**src/rtl/fpu_pkg.sv**
```systemverilog
// Shared FP32 add/sub constants, operand type and the round-robin grant helper.
// Pure declarations; no latency, no flow control.
package fpu_pkg;

    localparam int FP_W            = 32;
    localparam int FP_SIGN         = 31;
    localparam int FADDSUB_LATENCY = 3;

    typedef logic [FP_W-1:0] fp32_t;

    // One-hot grant to the first set bit of elig strictly after ptr, wrapping at n (n <= 8).
    function automatic logic [7:0] rr_arb(input logic [7:0] elig, input int unsigned n,
                                          input int unsigned ptr);
        logic [7:0]  gnt;
        logic        found;
        int unsigned idx;
        gnt   = '0;
        found = 1'b0;
        for (int unsigned k = 1; k <= 8; k++) begin
            if (k <= n) begin
                idx = ptr + k;
                if (idx >= n) begin
                    idx = idx - n;
                end
                if (!found && elig[idx[2:0]]) begin
                    gnt[idx[2:0]] = 1'b1;
                    found         = 1'b1;
                end
            end
        end
        return gnt;
    endfunction

endpackage

```
**src/rtl/fpu_tag_pipe.sv**
```systemverilog
// Valid+id delay line tracking ops in the shared datapath; DEPTH cycles, advances every cycle.
// No backpressure: the datapath never stalls, so neither does the tag line.
module fpu_tag_pipe
    import fpu_pkg::*;
#(
    parameter int DEPTH = FADDSUB_LATENCY,
    parameter int ID_W  = 1
) (
    input  logic            clk_i,
    input  logic            rst_i,
    input  logic            in_vld_i,
    input  logic [ID_W-1:0] in_id_i,
    output logic            out_vld_o,
    output logic [ID_W-1:0] out_id_o,
    output logic            busy_o
);

    logic [DEPTH-1:0] vld_q;
    logic [ID_W-1:0]  id_q [DEPTH];

    always_ff @(posedge clk_i) begin
        if (rst_i) begin
            vld_q <= '0;
        end else begin
            vld_q[0] <= in_vld_i;
            for (int k = 1; k < DEPTH; k++) begin
                vld_q[k] <= vld_q[k-1];
            end
        end
    end

    // Ids are only meaningful alongside a set vld bit, so they need no reset.
    always_ff @(posedge clk_i) begin
        id_q[0] <= in_id_i;
        for (int k = 1; k < DEPTH; k++) begin
            id_q[k] <= id_q[k-1];
        end
    end

    assign out_vld_o = vld_q[DEPTH-1];
    assign out_id_o  = id_q[DEPTH-1];
    assign busy_o    = |vld_q;

endmodule

```
**src/rtl/fpu_addsub_arbiter.sv**
```systemverilog
// Round-robin sharing of one FP32 add/sub pipe among N_REQ requesters; grant is same-cycle,
// result returns LATENCY cycles after issue; per-requester in-flight cap, results never stall.
module fpu_addsub_arbiter
    import fpu_pkg::*;
#(
    parameter int N_REQ        = 2,
    parameter int LATENCY      = FADDSUB_LATENCY,
    parameter int MAX_INFLIGHT = 3
) (
    input  logic                  clk_i,
    input  logic                  rst_i,
    input  logic [N_REQ-1:0]      req_valid_i,
    input  logic [FP_W*N_REQ-1:0] req_op1_i,
    input  logic [FP_W*N_REQ-1:0] req_op2_i,
    input  logic [N_REQ-1:0]      req_sub_i,
    output logic [N_REQ-1:0]      req_ready_o,
    output logic [N_REQ-1:0]      rsp_valid_o,
    output logic [FP_W-1:0]       rsp_result_o,
    output logic                  rsp_uflow_o,
    output logic [FP_W-1:0]       pipe_op1_o,
    output logic [FP_W-1:0]       pipe_op2_o,
    input  logic [FP_W-1:0]       pipe_result_i,
    input  logic                  pipe_ok_i,
    output logic                  busy_o
);

    localparam int ID_W  = (N_REQ > 1) ? $clog2(N_REQ) : 1;
    localparam int CNT_W = $clog2(MAX_INFLIGHT + 1);

    logic [ID_W-1:0]  rr_ptr_q, rr_ptr_d;
    logic [CNT_W-1:0] cnt_q [N_REQ];
    logic [CNT_W-1:0] cnt_d [N_REQ];
    fp32_t            last_q, last_d;

    logic [N_REQ-1:0] elig;
    logic [7:0]       gnt_full;
    logic [N_REQ-1:0] gnt;
    logic             hs;
    logic [ID_W-1:0]  win_id;
    fp32_t            op1_mux, op2_mux;

    logic             tag_vld;
    logic [ID_W-1:0]  tag_id;
    logic             retire;
    logic [N_REQ-1:0] ret_oh;

    always_comb begin
        for (int i = 0; i < N_REQ; i++) begin
            elig[i] = req_valid_i[i] && (cnt_q[i] < CNT_W'(MAX_INFLIGHT)) && !rst_i;
        end
    end

    assign gnt_full = rr_arb(8'(elig), N_REQ, 32'(rr_ptr_q));
    assign gnt      = gnt_full[N_REQ-1:0];
    assign hs       = |gnt;

    generate
        if (N_REQ < 8) begin : g_pad
            logic unused_gnt;
            assign unused_gnt = ^gnt_full[7:N_REQ];
        end
    endgenerate

    // Addition is issued as op1 - (-op2) by flipping the op2 sign when req_sub is low.
    always_comb begin
        win_id  = '0;
        op1_mux = '0;
        op2_mux = '0;
        for (int i = 0; i < N_REQ; i++) begin
            if (gnt[i]) begin
                win_id           = ID_W'(i);
                op1_mux          = req_op1_i[FP_W*i +: FP_W];
                op2_mux          = req_op2_i[FP_W*i +: FP_W];
                op2_mux[FP_SIGN] = op2_mux[FP_SIGN] ^ ~req_sub_i[i];
            end
        end
    end

    assign req_ready_o = gnt;
    assign pipe_op1_o  = op1_mux;
    assign pipe_op2_o  = op2_mux;

    fpu_tag_pipe #(
        .DEPTH (LATENCY),
        .ID_W  (ID_W)
    ) u_tag_pipe (
        .clk_i     (clk_i),
        .rst_i     (rst_i),
        .in_vld_i  (hs),
        .in_id_i   (win_id),
        .out_vld_o (tag_vld),
        .out_id_o  (tag_id),
        .busy_o    (busy_o)
    );

    // A retire in the reset cycle belongs to an op being dropped.
    assign retire = tag_vld && !rst_i;

    always_comb begin
        for (int i = 0; i < N_REQ; i++) begin
            ret_oh[i] = retire && (tag_id == ID_W'(i));
        end
    end

    assign rsp_valid_o  = ret_oh;
    assign rsp_uflow_o  = retire && !pipe_ok_i;
    assign rsp_result_o = retire ? pipe_result_i : last_q;

    always_comb begin
        rr_ptr_d = hs ? win_id : rr_ptr_q;
        last_d   = retire ? pipe_result_i : last_q;
        for (int i = 0; i < N_REQ; i++) begin
            cnt_d[i] = cnt_q[i];
            if (gnt[i] && !ret_oh[i]) begin
                cnt_d[i] = cnt_q[i] + CNT_W'(1);
            end else if (!gnt[i] && ret_oh[i]) begin
                cnt_d[i] = cnt_q[i] - CNT_W'(1);
            end
        end
    end

    always_ff @(posedge clk_i) begin
        if (rst_i) begin
            rr_ptr_q <= ID_W'(N_REQ - 1);
            last_q   <= '0;
            for (int i = 0; i < N_REQ; i++) begin
                cnt_q[i] <= '0;
            end
        end else begin
            rr_ptr_q <= rr_ptr_d;
            last_q   <= last_d;
            for (int i = 0; i < N_REQ; i++) begin
                cnt_q[i] <= cnt_d[i];
            end
        end
    end

endmodule
```
**config.mk**
```make
export PLATFORM = sky130hd
export DESIGN_NAME = fpu_addsub_arbiter
export DESIGN_NICKNAME = d
export VERILOG_FILES = /design/src/rtl/fpu_pkg.sv /design/src/rtl/fpu_tag_pipe.sv /design/src/rtl/fpu_addsub_arbiter.sv
export SDC_FILE = /design/constraint.sdc
export NUM_CORES = 1
export LEC_CHECK = 0
export CELL_PAD_IN_SITES_DETAIL_PLACEMENT = 0
export CELL_PAD_IN_SITES_GLOBAL_PLACEMENT = 2
export CORE_MARGIN = 5
export CORE_UTILIZATION = 17
export DETAILED_ROUTE_END_ITERATION = 7
export GPL_ROUTABILITY_DRIVEN = 0
export PLACE_DENSITY = 0.83
export SLEW_MARGIN = 15
export SYNTH_ARGS = -nofsm -noshare
export SYNTH_HDL_FRONTEND = slang
export SYNTH_SLANG_ARGS = --single-unit
export TNS_END_PERCENT = 10
```
**constraint.sdc**
```tcl
create_clock -name clk_i -period 2.9 [get_ports clk_i]
set_clock_uncertainty 0.05 [all_clocks]
set_input_delay 0.58 -clock clk_i [delete_from_list [all_inputs] [get_ports clk_i]]
set_output_delay 0.58 -clock clk_i [all_outputs]
set_load 0.02 [all_outputs]
```
# Yosys cells after proc, flatten, opt, wreduce, memory -nomap -nowiden
# Memories as Yosys holds them, arrays and structs flattened.
# Cells that the tools add are included.
# classes
n_addsub	8
order_cmp	8
mux	28
bitwise	8
reduce_logical	24
# ops
cell	count
two-way mux 32 bit	5
two-way mux 2 bit	8
logical AND 1 bit	15
two-way mux 1 bit	9
< comparator 3 x 4 -> 1 bit (second input constant)	2
logical NOT 1 bit	7
binary-select mux 1 bit (select 3 bit)	2
demux 1 bit (select 3 bit)	2
greater-or-equal comparator 3 x 1 -> 1 bit (second input constant)	2
two-way mux 3 bit	2
adder 2 x 1 -> 2 bit (second input constant)	2
< comparator 2 bit (second input constant)	2
subtractor 2 x 1 -> 2 bit (second input constant)	2
adder 1 x 2 -> 3 bit (second input constant)	1
greater-or-equal comparator 3 x 2 -> 1 bit (second input constant)	1
inverter 1 bit	3
OR reduction 3 bit	1
subtractor 2 x 2 -> 3 bit (second input constant)	1
subtractor 3 x 2 -> 3 bit (second input constant)	1
adder 1 x 1 -> 2 bit (second input constant)	1
greater-or-equal comparator 2 bit (second input constant)	1
bitwise OR 1 bit	2
bitwise OR 2 bit	1
OR reduction 2 bit	1
bitwise XOR 1 bit	2
# word_totals
ff_bits	36
mem_bits_rw	7
input_bits	167
out_inout_bits	102
mem_count	2
# mem_list
name	depth	width	read_ports	rd_ports_with_merged_regs	wr	line	rtl
cnt_q	2	2	2	0	2	fpu_addsub_arbiter.sv:31	logic [CNT_W-1:0] cnt_q [N_REQ];
u_tag_pipe.id_q	3	1	3	0	3	fpu_tag_pipe.sv:19	logic [ID_W-1:0] id_q [DEPTH];

# Longest topological paths before layout
# Gate-level depths: netlist (run 1).
# depth
word_depth	15
ltp_mapped	8
depth_no_buf	7

# By module
# A second synthesis (run 1) with hierarchy kept.
# unflattened
hier_cells	478
area_unflattened_um2	3742.3
# by_module_without_submodules
module	n_inst	cells_each	area_per_inst_um2
fpu_addsub_arbiter	1	468	3597.2
fpu_tag_pipe	1	10	145.1

# Worst setup path before layout (run 1)
# Ideal clock, no wire load.
# synth_timing
path_type	input to register
from	input rst_i
to	memory cnt_q[0][1] in the netlist's numbering
setup_time_ps	71
arrival_time_ps	2264
required_time_ps	2779
setup_slack_ps	516
stages	7
n_path_buf	3
cell_sequence	buf_4 -> clkbuf_1 -> buf_1 -> nor2_1 -> ha_1 -> or3_1 -> a21oi_1
# synth_lines
element	line	rtl
start: declaration	fpu_addsub_arbiter.sv:11	input logic rst_i,
end: declaration	fpu_addsub_arbiter.sv:31	

# Worst setup path after layout (run 1)
# layout_timing
from	input req_valid_i[1]
to	output pipe_op2_o[6]
# layout_between
elab_chain_cells	10
word_cells_on_any_way	14
classes_between	9 x mux; 1 x bitwise; 4 x reduce/logical
# layout_lines
element	line	rtl
start: declaration	fpu_addsub_arbiter.sv:12	input logic [N_REQ-1:0] req_valid_i,
logical AND 1 bit (*) (2 in a row)	fpu_addsub_arbiter.sv:49	elig[i] = req_valid_i[i] && (cnt_q[i] < CNT_W'(MAX_INFLIGHT)) && !rst_i;
binary-select mux 1 bit (select 3 bit)	fpu_pkg.sv:25	if (!found && elig[idx[2:0]]) begin
two-way mux 1 bit (implied by the code)	fpu_pkg.sv:25	
two-way mux 1 bit	fpu_pkg.sv:25	
logical NOT 1 bit	fpu_pkg.sv:25	
logical AND 1 bit	fpu_pkg.sv:25	
two-way mux 2 bit (*)	fpu_pkg.sv:25	
two-way mux 32 bit	fpu_addsub_arbiter.sv:70	if (gnt[i]) begin
two-way mux 32 bit (*)	fpu_addsub_arbiter.sv:70	
end: declaration	fpu_addsub_arbiter.sv:21	output logic [FP_W-1:0] pipe_op2_o,
# Every way passes the cells marked *; elsewhere a longest branch is shown, timed or not. The select of a mux whose other input is x is not followed.

==> metrics.md, run 1 <==
| Metric | Value |
|---|---|
| Met3 Track Usage GR | 0.0282 |
| Maximum vdd drop | 0.176 mV |
| Yosys top cell area share | 0.231 |
| Syn_nets | 646 |
| DP Worst Slack | -0.401 ns |
| Asr flop ratio synth | 0 |
| Footprint of the multi-input gates | 0.00240 sq mm |
| Synth-to-layout area growth | 83.2% |
| GR Util met1 | 0.144 |
| Power Dens Cells | 307 mW/mm^2 |
| Pins Over Slew Limit | 0 |
| Number of global-route vias before repair | 3984 |
| Reg-to-reg critical path endpoint | cnt_q[0][1] |
| Worst Path Buf+Inv | 6 |
| Part of the Yosys area used for sequential elements | 0.231 |
| Final Util | 0.315 |
| Yosys cell types | 25 |
| Final worst setup slack | 0.0583 ns |
| Critical Path Start | req_valid_i[1] |
| Area leader, netlist | dfxtp_1 |
| Max incr delay on CP | 0.47 ns |
| Clock sink count | 43 |
| EDFF count, synth | 0 |
| # H-tree levels | 2 |
| Register Area | 862 sq um |
| Peak Freq | 352 MHz |
| Status | finished, final reports clean |
| GR met2 Demand/Resource | 0.182 |
| Largest net degree at the start of global routing | 38 |
| Die ar. | 0.0250 sq mm |
| First-pass GRT wire length | 22.1 mm |
| Top-count cell post-synth | nand2_1 |
| Initial Utilization | 0.172 |
| DRC violation total after the first TritonRoute iteration | 166 |
| Drt pass-1 iters | 4 |
| Slew margin rel. | 0.753 |
| Detailed placer's ending HPWL | 11.8 mm |
| R2R depth | 10 |
| Minimum clock period after layout | 2.84 ns |
| Total GRT Usage | 0.111 |
| WL/cell | 14.7 microns |
| CP Data Required Time | 2.27 ns |
| DRC | 0 |
| GR peak layer | met2 |
| NumNets Final | 912 |
| Placeable Area | 0.0217 sq mm |
| Via Count | 4078 |
| Critical path type | primary input to primary output |
| Post-Syn Area per Cell | 7.81 sq um |
| Clock Path Buffers | 2 |
| Static Leak | 0.00292 uW |
| Remaining Overflow, GRT | 0 |
| Root Driver | clkbuf_16 |
| CP max stage cell | clkdlybuf4s50_1 |
| R2R Setup Slk | 0.70 ns |
| Critical Path Sink | pipe_op2_o[6] |
| Critical Path AT | 2.21 ns |
| Synth warnings | 0 |
| CTS tree | built |
| # setup viols final | 0 |
| Measured slew at the worst slew-check pin | 0.370 ns |
| Predominant post-synthesis flop cell | dfxtp_1 |
| Register bit count reported by yosys | 43 |
| Commonest cells in the synthesized netlist | nand2_1 (98), inv_1 (66), nand2b_1 (65) |
| # hold bufs at CTS | 0 |
| Max-Cap Viols | 0 |
| Clock-pin slew on the worst setup and hold paths | 0.06 ns |
| Die Span Y | 158 microns |
| Io pins | 269 |
| FP Rows | 54 |
| Vias per inst | 3.99 |
| RSZ-0062 raised after global routing | yes |
| Crit end category | primary output |
| CP Cell Sequence | clkdlybuf4s50_1, a21bo_4, buf_6, o21ai_4, buf_12, buf_8, buf_16, o32ai_2, buf_2 |
| Crit-path max FO | 14 |
| RR Startpoint | cnt_q[0][2] |
| Synth top area cells | dfxtp_1 (23%), o32ai_2 (22%), nand2b_1 (11%) |
| Worst-Skew Late Latency | 0.28 ns |
| TritonCTS Buffers | 5 |
| Post-Synthesis Cells | 477 |
| Synth Cell Area | 0.00372 sq mm |
| Antenna violations before repair | 0 |
| Share of layout cells above drive strength 1 | 0.226 |
| CP Depth | 9 |
| Final Hold Fails | 0 |
| FILL cells | 2330 |
| Ant. Diodes | 0 |
| Type of origin of the critical path | primary input |
| Fin crit share | 0.980 |
| Antenna-violating nets left | 0 |
| PortBufs | 268 |
| Delay-heaviest family, CP | buffers and inverters |
| Total wire length | 15.1 mm |
| Worst min path class | flop to flop |
| Die span in x | 158 microns |
-- how the worst min path moves through the flow --
stage	startpoint	end	slack (ns)	cells past startpoint
2_1_floorplan	u_tag_pipe.id_q[0][0]	u_tag_pipe.id_q[0][1]	0.26	0
3_5_place_dp	u_tag_pipe.id_q[0][0]	u_tag_pipe.id_q[0][1]	0.26	0
3_3_place_gp	u_tag_pipe.id_q[0][1]	u_tag_pipe.id_q[0][2]	0.26	0
4_1_cts	u_tag_pipe.id_q[0][0]	u_tag_pipe.id_q[0][1]	0.28	0
5_1_grt	u_tag_pipe.id_q[0][0]	u_tag_pipe.id_q[0][1]	0.29	0
6_report	u_tag_pipe.id_q[0][0]	u_tag_pipe.id_q[0][1]	0.28	0
-- per-layer routing --
metal / share of wire / vias up
met5: 0 / -
met3: 0.069 / 18
met4: 0.019 / 0
met2: 0.49 / 133
met1: 0.42 / 1827
li1: - / 2100
-- flip-flops by register name, indices dropped and copies added (netlist names) --
signal	count
last_q	32
cnt_q	4
u_tag_pipe.id_q	3
u_tag_pipe.vld_q	3
rr_ptr_q	1
-- repair_timing --
item	4_1_cts	5_1_grt
gates resized for setup	231	54
setup endpoints to repair	66	62
endpoints found under the hold margin	0	0
gates cloned	1	0
pin swaps	1	1
setup buffers	2	0
-- final cells by class --
| class | instances | area share |
|---|---|---|
| Tap cell | 280 | 0.0513 |
| Timing Repair Buffer | 305 | 0.413 |
| Inverter | 66 | 0.0363 |
| Sequential cell | 43 | 0.126 |
| Clock buffer | 6 | 0.0204 |
| Multi-Input combinational cell | 322 | 0.352 |
| Clock inverter | 1 | 0.000734 |
-- through the flow --
step           setup TNS (ns)  cells  hold slack [ns]  power, uW  instance area (sq um)
3_3_place_gp           -21.49   1013            0.261       1590                   6880
3_5_place_dp           -22.37   1013            0.262       1590                   6880
4_1_cts                -0.110   1023            0.278       2160                   7050
5_1_grt              -0.00564   1023            0.290       2210                   6820
2_1_floorplan               0    477            0.260       1080                   3720
6_report                    0   1023            0.276       2090                   6820
-- layout by cell type (no fill, tap or decap), types with 4 or more instances in the layout --
cell / instances
o32ai_2: 52
mux2i_1: 32
inv_1: 66
nand2_1: 98
clkbuf_16: 5
buf_12: 9
nand2b_1: 65
a21oi_1: 4
buf_2: 56
nor2_1: 37
buf_6: 4
dfxtp_1: 42
o32ai_1: 12
clkdlybuf4s50_1: 201
buf_4: 27
xor2_1: 5
-- cell families (layout without fill, tap and decap cells) --
kind of cell / after synthesis / count (layout) / share of synthesized area
flops: 43 / 43 / 0.231
fa+ha+maj: 2 / 2 / 0.00672
mux: 32 / 32 / 0.0860
compound gates: 76 / 76 / 0.271
buf+inv: 112 / 378 / 0.135
simple gates: 206 / 206 / 0.255
xor+xnor: 6 / 6 / 0.0141
-- power breakdown --
| part | switching, uW | internal [uW] |
|---|---|---|
| registers | 15.8 | 616 |
| clock network | 226 | 336 |
| logic | 418 | 482 |
Note: power is estimated with default switching activity, not from simulation.
==> run 2, diff against run 1 <==
Settings changed: TNS_END_PERCENT 10 to 100.
==> run 2 against run 1 <==
Net effect: wire length increased by 0.13%; critical endpoint is now pipe_op1_o[31]; critical path type unchanged; global-route usage about the same; combinational power increased by 0.7%; first-iteration DRC count decreased by 2.4%; critical path depth decreased by 2.
==> metrics.md, run 2 (synthesized netlist as in run 1, its figures left out) <==
| Metric | Value |
|---|---|
| Largest register FFs | 32 |
| Most frequent cells in the layout | clkdlybuf4s50_1 (200), nand2_1 (98), inv_1 (66) |
| Cell count after placement | 1013 |
| Clock sink count | 43 |
| TritonCTS Buffers | 5 |
| DRC | 0 |
| Power Dens Cells | 307 mW/mm^2 |
| Largest net degree at the start of global routing | 38 |
| Number of global-route vias before repair | 3997 |
| CP Data Required Time | 2.27 ns |
| Reg-to-reg critical path endpoint | cnt_q[0][1] |
| Io pins | 269 |
| Drt pass-1 iters | 4 |
| WL/cell | 14.8 microns |
| Largest registers | last_q: 32 flops, cnt_q: 4 flops |
| # H-tree levels | 2 |
| Crit-path max FO | 8 |
| Final Hold Fails | 0 |
| Remaining Overflow, GRT | 0 |
| Antenna-violating nets left | 0 |
| Worst hold start | u_tag_pipe.id_q[0][0] |
| Max-Cap Viols | 0 |
| Vias per inst | 3.99 |
| Measured slew at the worst slew-check pin | 0.378 ns |
| Total wire length | 15.1 mm |
| Worst Hold Depth | 0 |
| Critical Path AT | 2.22 ns |
| Worst hold slack | 0.276 ns |
| RR Startpoint | cnt_q[0][2] |
| Placeable Area | 0.0217 sq mm |
| FP Rows | 54 |
| Peak Freq | 351 MHz |
| R2R Setup Slk | 0.68 ns |
| First-pass GRT wire length | 22.2 mm |
| Antenna violations before repair | 0 |
| Minimum clock period after layout | 2.85 ns |
| Critical path type | primary input to primary output |
| Worst-Skew Late Latency | 0.28 ns |
| PortBufs | 268 |
| Clock-pin slew on the worst setup and hold paths | 0.06 ns |
| Crit end category | primary output |
| Status | finished, final reports clean |
| CTS tree | built |
| Fin crit share | 0.984 |
| WHS Endpoint | u_tag_pipe.id_q[0][1] |
| Total GRT Usage | 0.111 |
| Biggest register | last_q |
| Type of origin of the critical path | primary input |
| Clock Path Buffers | 2 |
| Most common cell after layout, fill and taps aside | clkdlybuf4s50_1 |
| Die span in x | 158 microns |
| Ant. Diodes | 0 |
| Worst min path class | flop to flop |
| Root Driver | clkbuf_16 |
| Share of layout cells above drive strength 1 | 0.227 |
| # setup viols final | 0 |
| Die Span Y | 158 microns |
| NumNets Final | 913 |
| Via Count | 4089 |
| Detailed placer's ending HPWL | 11.8 mm |
| Initial Utilization | 0.172 |
| Slew margin rel. | 0.748 |
| Non-filler cells, final | 1024 |
| R2R depth | 10 |
| DRC violation total after the first TritonRoute iteration | 162 |
| Maximum vdd drop | 0.176 mV |
| Pins Over Slew Limit | 0 |
| Synth-to-layout area growth | 83.7% |
| Static Leak | 0.00293 uW |
| Die ar. | 0.0250 sq mm |
| RSZ-0062 raised after global routing | yes |
-- run 2: changes by cell type in the layout (fill, tap and decap cells not counted), sizes merged --
cell,previous run,this run
dlygate4sd2,0,1
clkdlybuf4s15,4,3
buf,98,100
clkdlybuf4s50,201,200
-- run 2: power breakdown --
group | switching (uW) | internal (uW)
Combinational | 419 | 486
Clock | 227 | 336
Sequential | 15.9 | 616
-- run 2: worst max path at each step --
stage / slack, ns / cells after the start / startpoint / to
6_report: 0.05 / 7 / req_valid_i[0] / pipe_op1_o[31]
2_1_floorplan: 0.52 / 7 / rst_i / cnt_q[0][1]
4_1_cts: -0.06 / 7 / req_valid_i[0] / pipe_op1_o[18]
3_3_place_gp: -0.39 / 7 / req_valid_i[0] / pipe_op1_o[18]
3_5_place_dp: -0.40 / 7 / req_valid_i[0] / pipe_op1_o[18]
5_1_grt: -0.04 / 7 / req_valid_i[0] / pipe_op1_o[31]
-- run 2: metal layers --
| metal | track usage | routed length (microns) |
|---|---|---|
| met5 | 0 | 0 |
| met4 | 0.0305 | 331 |
| met3 | 0.0273 | 1040 |
| met2 | 0.182 | 7360 |
| met1 | 0.145 | 6380 |
-- run 2: final cells by class --
cell class	count	area [sq um]
Timing Repair Buffer	306	2840
Fill cell	2334	14800
Clock inverter	1	5.00
Inverter	66	248
Tap cell	280	350
Sequential cell	43	862
Multi-Input combinational cell	322	2400
Clock buffer	6	139
-- run 2: per-stage QoR --
| stage | setup slack (ns) | TNS [ns] | utilization | instance area (sq um) | power [uW] |
|---|---|---|---|---|---|
| 2_1_floorplan | 0.516 | 0 | - | 3720 | 1080 |
| 3_3_place_gp | -0.392 | -21.49 | 0.317 | 6880 | 1590 |
| 3_5_place_dp | -0.401 | -22.37 | 0.317 | 6880 | 1590 |
| 4_1_cts | -0.0616 | -0.0680 | 0.327 | 7100 | 2170 |
| 5_1_grt | -0.0415 | -0.0692 | 0.316 | 6840 | 2220 |
| 6_report | 0.0471 | 0 | 0.316 | 6840 | 2100 |
-- run 2: what timing repair did --
item,CTS,global route
resized for setup,237,59
setup buffers,4,0
hold buffers,0,0
pin swaps,1,0
cloned,1,0
setup endpoints to repair,66,50
hold endpoints to repair,0,0
-- run 2: worst max-delay path, cell delays in order --
cell             delay, ns
clkdlybuf4s50_1       0.40
a21boi_2              0.15
buf_4                 0.14
a21o_4                0.27
buf_12                0.15
o32ai_1               0.28
buf_2                 0.23
==> run 3, diff against run 2 <==
Settings changed: CAP_MARGIN set to 5.
==> results of run 3 <==
Final layout, timing and power as in run 2 (identical DEF).
